[src/rtl/aes_pkg.sv]
// rtl/aes_pkg.sv - shared types, constants and byte helpers for the AES round sequencer
// Purpose: FSM state type, block width, round-constant seed, forward S-box,
//          GF(2^8) doubling and word rotation used by the key schedule.
// Ports:   none (package)
package aes_pkg;

    localparam int         AES_BLOCK_W = 128;
    localparam logic [7:0] RCON_INIT   = 8'h01;

    typedef enum logic [1:0] {
        IDLE  = 2'd0,
        ROUND = 2'd1,
        DONE  = 2'd2
    } aes_state_e;

    // Forward S-box; entry 0x00 occupies the most significant byte.
    localparam logic [2047:0] SBOX_TABLE = {
        128'h637c777bf26b6fc53001672bfed7ab76, 128'hca82c97dfa5947f0add4a2af9ca472c0,
        128'hb7fd9326363ff7cc34a5e5f171d83115, 128'h04c723c31896059a071280e2eb27b275,
        128'h09832c1a1b6e5aa0523bd6b329e32f84, 128'h53d100ed20fcb15b6acbbe394a4c58cf,
        128'hd0efaafb434d338545f9027f503c9fa8, 128'h51a3408f929d38f5bcb6da2110fff3d2,
        128'hcd0c13ec5f974417c4a77e3d645d1973, 128'h60814fdc222a908846eeb814de5e0bdb,
        128'he0323a0a4906245cc2d3ac629195e479, 128'he7c8376d8dd54ea96c56f4ea657aae08,
        128'hba78252e1ca6b4c6e8dd741f4bbd8b8a, 128'h703eb5664803f60e613557b986c11d9e,
        128'he1f8981169d98e949b1e87e9ce5528df, 128'h8ca1890dbfe6426841992d0fb054bb16
    };

    function automatic logic [7:0] sbox(input logic [7:0] b);
        logic [10:0] lsb;
        // Entry b sits 8*(255-b) bits above bit 0, and 255-b == ~b for a byte.
        lsb = {~b, 3'b000};
        return SBOX_TABLE[lsb +: 8];
    endfunction

    function automatic logic [7:0] xtime(input logic [7:0] b);
        return {b[6:0], 1'b0} ^ (b[7] ? 8'h1b : 8'h00);
    endfunction

    function automatic logic [31:0] rot_word(input logic [31:0] w);
        return {w[23:0], w[31:24]};
    endfunction

endpackage

[src/rtl/aes_key_step.sv]
// rtl/aes_key_step.sv - combinational AES-128 next-round-key generator
// Purpose: derives round key r+1 from round key r and the round constant.
// Ports:   i_key      current round key (word 0 in bits 127:96)
//          i_rcon     round constant for the key being produced
//          o_next_key next round key
module aes_key_step
    import aes_pkg::*;
(
    input  logic [AES_BLOCK_W-1:0] i_key,
    input  logic [7:0]             i_rcon,
    output logic [AES_BLOCK_W-1:0] o_next_key
);

    logic [31:0] w_w0, w_w1, w_w2, w_w3;
    logic [31:0] w_rot, w_sub;
    logic [31:0] w_n0, w_n1, w_n2, w_n3;

    assign w_w0  = i_key[127:96];
    assign w_w1  = i_key[95:64];
    assign w_w2  = i_key[63:32];
    assign w_w3  = i_key[31:0];

    assign w_rot = rot_word(w_w3);
    assign w_sub = {sbox(w_rot[31:24]) ^ i_rcon, sbox(w_rot[23:16]),
                    sbox(w_rot[15:8]), sbox(w_rot[7:0])};

    // Each new word chains off the previous new word.
    assign w_n0  = w_w0 ^ w_sub;
    assign w_n1  = w_w1 ^ w_n0;
    assign w_n2  = w_w2 ^ w_n1;
    assign w_n3  = w_w3 ^ w_n2;

    assign o_next_key = {w_n0, w_n1, w_n2, w_n3};

endmodule

[src/rtl/aes_round_sequencer.sv]
// rtl/aes_round_sequencer.sv - iterative AES-128 encryption controller around an external round datapath
// Purpose: accepts plaintext+key, applies the initial AddRoundKey, then steps an
//          external single-round datapath NR times with on-the-fly round keys.
// Option:  AES_SEQ_ABORT_EN adds i_abort, which drops the block in flight.
// Ports:   i_clk/i_rst                       clock, synchronous active-high reset
//          i_in_valid/o_in_ready/i_in_data/i_in_key   block input handshake
//          o_out_valid/i_out_ready/o_out_data         ciphertext output handshake
//          o_dp_state/o_dp_key/o_dp_last/i_dp_result  round datapath interface
//          o_busy, o_round_idx                        status
module aes_round_sequencer
    import aes_pkg::*;
#(
    parameter int NR    = 10,
    parameter int KEY_W = AES_BLOCK_W
) (
    input  logic             i_clk,
    input  logic             i_rst,
    input  logic             i_in_valid,
    output logic             o_in_ready,
    input  logic [KEY_W-1:0] i_in_data,
    input  logic [KEY_W-1:0] i_in_key,
    output logic             o_out_valid,
    input  logic             i_out_ready,
    output logic [KEY_W-1:0] o_out_data,
    output logic [KEY_W-1:0] o_dp_state,
    output logic [KEY_W-1:0] o_dp_key,
    output logic             o_dp_last,
    input  logic [KEY_W-1:0] i_dp_result,
    output logic             o_busy,
    output logic [3:0]       o_round_idx
`ifdef AES_SEQ_ABORT_EN
    ,
    input  logic             i_abort
`endif
);

    aes_state_e       r_state;
    logic [KEY_W-1:0] r_state_reg;
    logic [KEY_W-1:0] r_key_reg;
    logic [7:0]       r_rcon;
    logic [3:0]       r_round;
    logic [KEY_W-1:0] r_dp_state;
    logic [KEY_W-1:0] r_dp_key;

    logic [KEY_W-1:0] w_next_key;
    logic             w_in_round;
    logic             w_last;
    logic             w_abort;
    logic             w_in_ready;
    logic             w_accept;

    aes_key_step u_key_step (
        .i_key      (r_key_reg),
        .i_rcon     (r_rcon),
        .o_next_key (w_next_key)
    );

`ifdef AES_SEQ_ABORT_EN
    assign w_abort = i_abort && (r_state != IDLE);
`else
    assign w_abort = 1'b0;
`endif

    assign w_in_round = (r_state == ROUND);
    assign w_last     = w_in_round && (r_round == 4'(NR));
    // A new block may enter in the same cycle the finished one leaves.
    assign w_in_ready = !i_rst && !w_abort &&
                        ((r_state == IDLE) || ((r_state == DONE) && i_out_ready));
    assign w_accept   = i_in_valid && w_in_ready;

    assign o_in_ready  = w_in_ready;
    assign o_out_valid = (r_state == DONE) && !w_abort;
    assign o_out_data  = r_state_reg;
    assign o_busy      = (r_state != IDLE);
    assign o_round_idx = r_round;
    // The datapath sees live values while rounds run and the last ones otherwise.
    assign o_dp_state  = w_in_round ? r_state_reg : r_dp_state;
    assign o_dp_key    = w_in_round ? w_next_key  : r_dp_key;
    assign o_dp_last   = w_last;

    always_ff @(posedge i_clk) begin
        if (i_rst) begin
            r_state     <= IDLE;
            r_state_reg <= '0;
            r_key_reg   <= '0;
            r_rcon      <= RCON_INIT;
            r_round     <= '0;
            r_dp_state  <= '0;
            r_dp_key    <= '0;
        end else if (w_abort) begin
            r_state     <= IDLE;
            r_state_reg <= '0;
            r_key_reg   <= '0;
            r_round     <= '0;
        end else if (w_accept) begin
            r_state     <= ROUND;
            r_state_reg <= i_in_data ^ i_in_key;
            r_key_reg   <= i_in_key;
            r_rcon      <= RCON_INIT;
            r_round     <= 4'd1;
        end else begin
            case (r_state)
                ROUND: begin
                    r_state_reg <= i_dp_result;
                    r_key_reg   <= w_next_key;
                    r_rcon      <= xtime(r_rcon);
                    r_dp_state  <= r_state_reg;
                    r_dp_key    <= w_next_key;
                    if (w_last) begin
                        r_state <= DONE;
                        r_round <= '0;
                    end else begin
                        r_round <= r_round + 4'd1;
                    end
                end
                DONE: begin
                    if (i_out_ready) begin
                        r_state <= IDLE;
                    end
                end
                default: ;
            endcase
        end
    end

endmodule

[config.mk]
export PLATFORM = sky130hd
export DESIGN_NAME = aes_round_sequencer
export DESIGN_NICKNAME = d
export VERILOG_FILES = /design/src/rtl/aes_pkg.sv /design/src/rtl/aes_key_step.sv /design/src/rtl/aes_round_sequencer.sv
export SDC_FILE = /design/constraint.sdc
export NUM_CORES = 2
export LEC_CHECK = 0
export CAP_MARGIN = 20
export CORE_AREA = 2 2 304 306
export DETAILED_ROUTE_END_ITERATION = 10
export DIE_AREA = 0 0 306 308
export GPL_TIMING_DRIVEN = 1
export MAX_ROUTING_LAYER = met4
export PLACE_DENSITY = 0.7
export SLEW_MARGIN = 0
export SYNTH_ARGS = -nofsm -noshare
export SYNTH_HDL_FRONTEND = slang
export SYNTH_SLANG_ARGS = --single-unit
export TNS_END_PERCENT = 20
[constraint.sdc]
create_clock -name i_clk -period 4.4 [get_ports i_clk]
set_input_delay 0.44 -clock i_clk [delete_from_list [all_inputs] [get_ports i_clk]]
set_output_delay 0.44 -clock i_clk [all_outputs]
set_load 0.03 [all_outputs]
* Word level (Yosys, flattened, before mapping)
Cells that the tools add are included.
** Word-level totals
- Register bits after elaboration :: 526
- Output and inout port bits :: 392
- Word-level logic and storage cells :: 60
** Operators by class
- $add $sub $neg :: 1
- Equal/unequal tests :: 7
- Shifts and indexed selects :: 4
- Multiplexer cells :: 14
- Bitwise gates (word level) :: 11
- Reductions and logical operators :: 14
** Operators with widths (count)
- variable part select 2048 x 12 -> 8 bit (first input constant) :: 4
- two-way mux 128 bit :: 6
- XOR 128 bit :: 1
- XOR 32 bit :: 4
- inverter 8 bit :: 4
- XOR 8 x 5 -> 8 bit :: 1
- XOR 8 bit :: 1
- AND reduction 3 bit :: 2
- nonzero test 2 bit :: 3
- two-way mux 5 bit :: 1
- adder 4 x 1 -> 4 bit (second input constant) :: 1
- == test 4 bit (second input constant) :: 1
- logical AND 1 bit :: 4
- two-way mux 2 bit :: 2
- two-way mux 4 bit :: 1
- case mux 2 bit (2 select lines) :: 1
- two-way mux 1 bit :: 3
- != test 3 x 1 -> 1 bit (second input constant) :: 1
- != test 3 x 2 -> 1 bit (second input constant) :: 1
- nonzero test 3 bit :: 1
- == test 2 x 1 -> 1 bit (second input constant) :: 1
- == test 2 bit (second input constant) :: 1
- logical NOT 2 bit :: 1
- != test 2 x 1 -> 1 bit (second input constant) :: 1
- 4 further kinds :: 4

* Longest topological paths before layout
- Depth in word-level cells :: 9
- Depth in mapped cells :: 16
- Mapped depth without buffers :: 11

* By module
A second synthesis with hierarchy kept.
** Unflattened totals
- Cell total of the unflattened synthesis :: 4853
- Area total of the unflattened synthesis :: 41508.6 µm²
** By module, submodules not included
- aes_round_sequencer :: instances 1, cells each 2541, area an instance 25527.0 µm²
- aes_key_step :: instances 1, cells each 2312, area an instance 15981.6 µm²

* Least setup slack after synthesis
Ideal clock, no wire load.
- Path type :: reg-to-output
- From :: register r_key_reg[1]
- To :: output port o_dp_key[15]
- Arrival :: 4.129 ns
- Data required time :: 3.960 ns
- Slack :: -0.169 ns
- Stages on the path, launching flop included :: 16
- Path buffers :: 4
- Cell sequence :: dfxtp_1 clkbuf_1 buf_2 buf_2 inv_1 ha_1 nor2b_1 clkbuf_1 nor2_1 mux4_2 a221oi_1 o21bai_1 a32oi_2 xor2_2 xnor2_1 a21oi_1
** On the way
- Cells in the longest elaborated chain, start to end :: 7
** RTL lines
- start: declaration :: RTL line aes_round_sequencer.sv:39 : logic [KEY_W-1:0] r_key_reg;
- start signal: assignment :: RTL line aes_round_sequencer.sv:98 : r_key_reg <= i_in_key;
- start signal: assignment :: RTL line aes_round_sequencer.sv:105 : r_key_reg <= w_next_key;
- inverter 8 bit :: RTL line aes_pkg.sv:31 : lsb = {~b, 3'b000};
- variable part select 2048 x 12 -> 8 bit :: RTL line aes_pkg.sv:32 : return SBOX_TABLE[lsb +: 8];
- XOR 32 bit :: RTL line aes_key_step.sv:28 : assign w_n0 = w_w0 ^ w_sub;
- XOR 32 bit :: RTL line aes_key_step.sv:29 : assign w_n1 = w_w1 ^ w_n0;
- XOR 32 bit :: RTL line aes_key_step.sv:30 : assign w_n2 = w_w2 ^ w_n1;
- XOR 32 bit :: RTL line aes_key_step.sv:31 : assign w_n3 = w_w3 ^ w_n2;
- two-way mux 128 bit
- end: declaration :: RTL line aes_round_sequencer.sv:26 : output logic [KEY_W-1:0] o_dp_key,
Every way passes these cells.

* Final worst setup path
- From :: register r_key_reg[17]
- To :: output port o_dp_key[92]
** On the way
- Cells in the longest elaborated chain, start to end :: 6
** RTL lines
- inverter 8 bit :: RTL line aes_pkg.sv:31
- variable part select 2048 x 12 -> 8 bit :: RTL line aes_pkg.sv:32
- XOR 8 bit :: RTL line aes_key_step.sv:24 : assign w_sub = {sbox(w_rot[31:24]) ^ i_rcon, sbox(w_rot[23:16]),
- XOR 32 bit :: RTL line aes_key_step.sv:28
- XOR 32 bit :: RTL line aes_key_step.sv:29
- two-way mux 128 bit
Every way passes these cells.

==> results.json <==
{
  "status": "finished with violations",
  "violations": "negative setup slack",
  "crit_slowest_cell": "nor2b_1",
  "hpwl_um": 187300,
  "rsz0062_at_grt": "true",
  "min_path_type": "in -> reg",
  "cts_root_buf": "clkbuf_16",
  "synth_xor_area_frac": 0.08624,
  "syn_to_final_growth_pct": 44.55,
  "synthSimpleGateAreaFrac": 0.1968,
  "synth_top_family_by_area": "compound AO/OA/AOI/OAI gates",
  "grt_pass1_wl_um": 358700,
  "max_freq_ghz": 0.2190,
  "drive_gt1_frac": 0.2416,
  "clk_pin_slew_worst_paths_ns": 0.06,
  "cp-startpoint": "r_key_reg[17]$_SDFFE_PP0P_",
  "synth_top_cell_area_share": 0.2521,
  "hold_viol": 0,
  "final_core_util": 0.6637,
  "crit_path_start_kind": "flop",
  "synth-edff-count": 0,
  "cp.arrival_ns": 4.13,
  "die_w_um": 306,
  "slowest_delay_ns": 0.49,
  "worst-endpoint-required_ns": 3.96,
  "netlist_area_um2": 41770,
  "drv_slew": 0,
  "ys_top_cells_by_count": "nor2_1 (674), dfxtp_1 (526), nand2_1 (448)",
  "yosysWarningCount": 0,
  "pin_count": 780,
  "cp-end-kind": "output port",
  "rr_worst_depth": 8,
  "final_cells": 7717,
  "avgRoutedWirePerCell_um": 33.43,
  "r2r_start": "r_state[0]$_SDFFE_PP0P_",
  "fill_cells": 7121,
  "start_util": 0.4591,
  "clk_path_buf_depth": 3,
  "synth_seq_cells": 526,
  "htree_levels": 2,
  "yosysSeqAreaShare": 0.2521,
  "powerDensity_nw_per_um2": 1084,
  "via_per_inst": 6.711,
  "antenna_found_initial": 26,
  "p_leak_nw": 23.32,
  "grt_start_max_net_pins": 153,
  "rows": 111,
  "crit_type": "reg -> out",
  "finalCritPeriodShare": 1.038,
  "cts_tree": "yes",
  "critical_path.endpoint": "o_dp_key[92]",
  "coreArea_um2": 90970,
  "synthArstFlopShare": 0,
  "syn_area_per_cell_um2": 7.688,
  "crit_chain": "buf_12 > ha_4 > buf_6 > nor2b_1 > a2111oi_0 > buf_4 > a2111oi_0 > o221a_2 > a221oi_2 > buf_6 > xnor2_4 > xnor2_2 > mux2_4 > buf_6",
  "maxCapViolations": 0,
  "synth_most_common_cell": "nor2_1",
  "rrSetupSlack_ns": 0.33,
  "cts_buffers": 61,
  "fin_ws_ns": -0.1663,
  "max-vdd-ir-drop_v": 0.0007107,
  "finalSetupTns_ns": -2.463,
  "die_y_um": 308,
  "grt_pass1_vias": 48430,
  "clock_skew_ns": 0.06351,
  "wirelength_um": 258000,
  "nets": 6903,
  "synthAdderAreaFrac": 0.01995,
  "syn_nets": 5886,
  "path_max_fanout": 6,
  "hold_slack_ns": 0.06989,
  "holdBufCountCts": 0,
  "clkLatencyLatePin_ns": 0.74,
  "synthFlopType": "dfxtp_1",
  "synth_compound_area_frac": 0.2605,
  "worstReg2RegEnd": "r_key_reg[36]$_SDFFE_PP0P_",
  "ant_nets": 0,
  "cts_sinks": 526,
  "muxShareOfSynthArea": 0.1185,
  "path_common_cell": "buf_6",
  "synth_cell_types": 108,
  "firstDrtPassIters": 7,
  "synth_top_cell_by_area": "dfxtp_1",
  "tightest_slew_ns": 1.335,
  "place.gp.congestion": 1.087,
  "synthTopCellsByArea": "dfxtp_1 (25%), nor2_1 (6.1%), a211oi_1 (5.5%)",
  "relSlewSlack": 0.1073,
  "vias": 51790,
  "synth_cells": 5433,
  "drc": 0,
  "layout_min_cycle_time_ns": 4.566,
  "grt_usage": 0.5379,
  "die_area_um2": 94250,
  "finalSetupViolCount": 51,
  "port_buffers": 779,
  "place_inst": 7452,
  "drt-initial-drc-count": 8683,
  "grt_remaining_overflow": 0
}
-- worst min-delay path by stage --
stage / startpoint / end / slack, ns / cells past startpoint
3_3_place_gp: r_dp_key[41]$_SDFFE_PP0N_ / r_dp_key[41]$_SDFFE_PP0N_ / 0.43 / 2
5_1_grt: i_rst / r_dp_key[36]$_SDFFE_PP0N_ / 0.08 / 2
6_report: i_rst / r_dp_key[36]$_SDFFE_PP0N_ / 0.07 / 2
4_1_cts: i_rst / r_dp_key[36]$_SDFFE_PP0N_ / 0.05 / 2
2_1_floorplan: r_dp_key[47]$_SDFFE_PP0N_ / r_dp_key[47]$_SDFFE_PP0N_ / 0.43 / 2
3_5_place_dp: r_dp_key[85]$_SDFFE_PP0N_ / r_dp_key[85]$_SDFFE_PP0N_ / 0.44 / 2
-- layer usage --
layer,global-route usage,vias up,share of wire
met5,-,-,0
met3,0.2156,1175,0.14
met1,0.6073,24780,0.35
met2,0.7477,4079,0.40
li1,-,21750,-
met4,0.4340,0,0.11
-- cell type report --
class | instances | area (um2) | area share
multi-input cells | 4240 | 30460 | 0.5046
repair buffers | 1513 | 15220 | 0.2521
flip-flops and latches | 526 | 10600 | 0.1755
clock buffers | 91 | 1759 | 0.02914
well taps | 1186 | 1484 | 0.02458
inverters | 108 | 457.9 | 0.007585
clock inverters | 24 | 319.1 | 0.005285
diodes | 29 | 72.57 | 0.001202
-- per-stage QoR --
stage / instance area (um2) / power [W] / setup slack (ns)
final: 60370 / 0.06546 / -0.1663
after global routing: 60370 / 0.06686 / -0.1864
after CTS: 59000 / 0.06171 / -0.1553
after detailed placement: 54760 / 0.05322 / -0.6275
after global placement: 54760 / 0.05294 / -0.5978
after floorplan: 41780 / 0.03476 / -0.04889
-- critical path: cells and delay by family, from the launching register on --
kind | cells | cell delay (ns)
compound gates | 4 | 0.99
xor+xnor | 2 | 0.33
fa+ha+maj | 1 | 0.16
buf+inv | 5 | 0.76
flops | 1 | 0.39
mux | 1 | 0.31
simple gates | 1 | 0.49
-- logic make-up (layout without fill, tap and decap cells) --
kind of cell / count (synthesis) / in the layout
other cells: 0 / 29
buf+inv: 667 / 1736
xor+xnor: 383 / 383
fa+ha+maj: 67 / 67
flops: 526 / 526
simple gates: 1773 / 1773
compound gates: 1616 / 1616
mux: 401 / 401
-- where the power goes --
part | internal, W | switching [W]
Combinational | 0.0216 | 0.0299
Sequential | 0.00667 | 0.00191
Clock | 0.00302 | 0.00238
Total | 0.0313 | 0.0342
-- placed cells by master (no fill, tap or decap), drive strengths merged, types with 26 or more instances in the layout --
cell	instances
a211oi	309
o311ai	45
o211ai	61
or3	48
inv	100
and2	36
a21o	44
nor3	89
xor2	198
and3	26
o31ai	32
clkdlybuf4s50	649
nor2b	85
o21ai	268
buf	858
clkbuf	96
diode	29
nand2b	100
a311oi	66
mux4	58
nand2	449
xnor2	170
mux2i	175
ha	65
dfxtp	526
nor2	678
a31oi	60
nand3	114
or2	27
mux2	168
a21oi	431
-- repair_timing --
| item | in CTS | in global routing |
|---|---|---|
| setup buffers | 65 | 56 |
| setup endpoints to repair | 128 | 113 |
| pin swaps | 59 | 49 |
| gates cloned | 2 | 3 |
| resized for setup | 366 | 191 |
No activity file was read; power rests on OpenSTA's default activity.
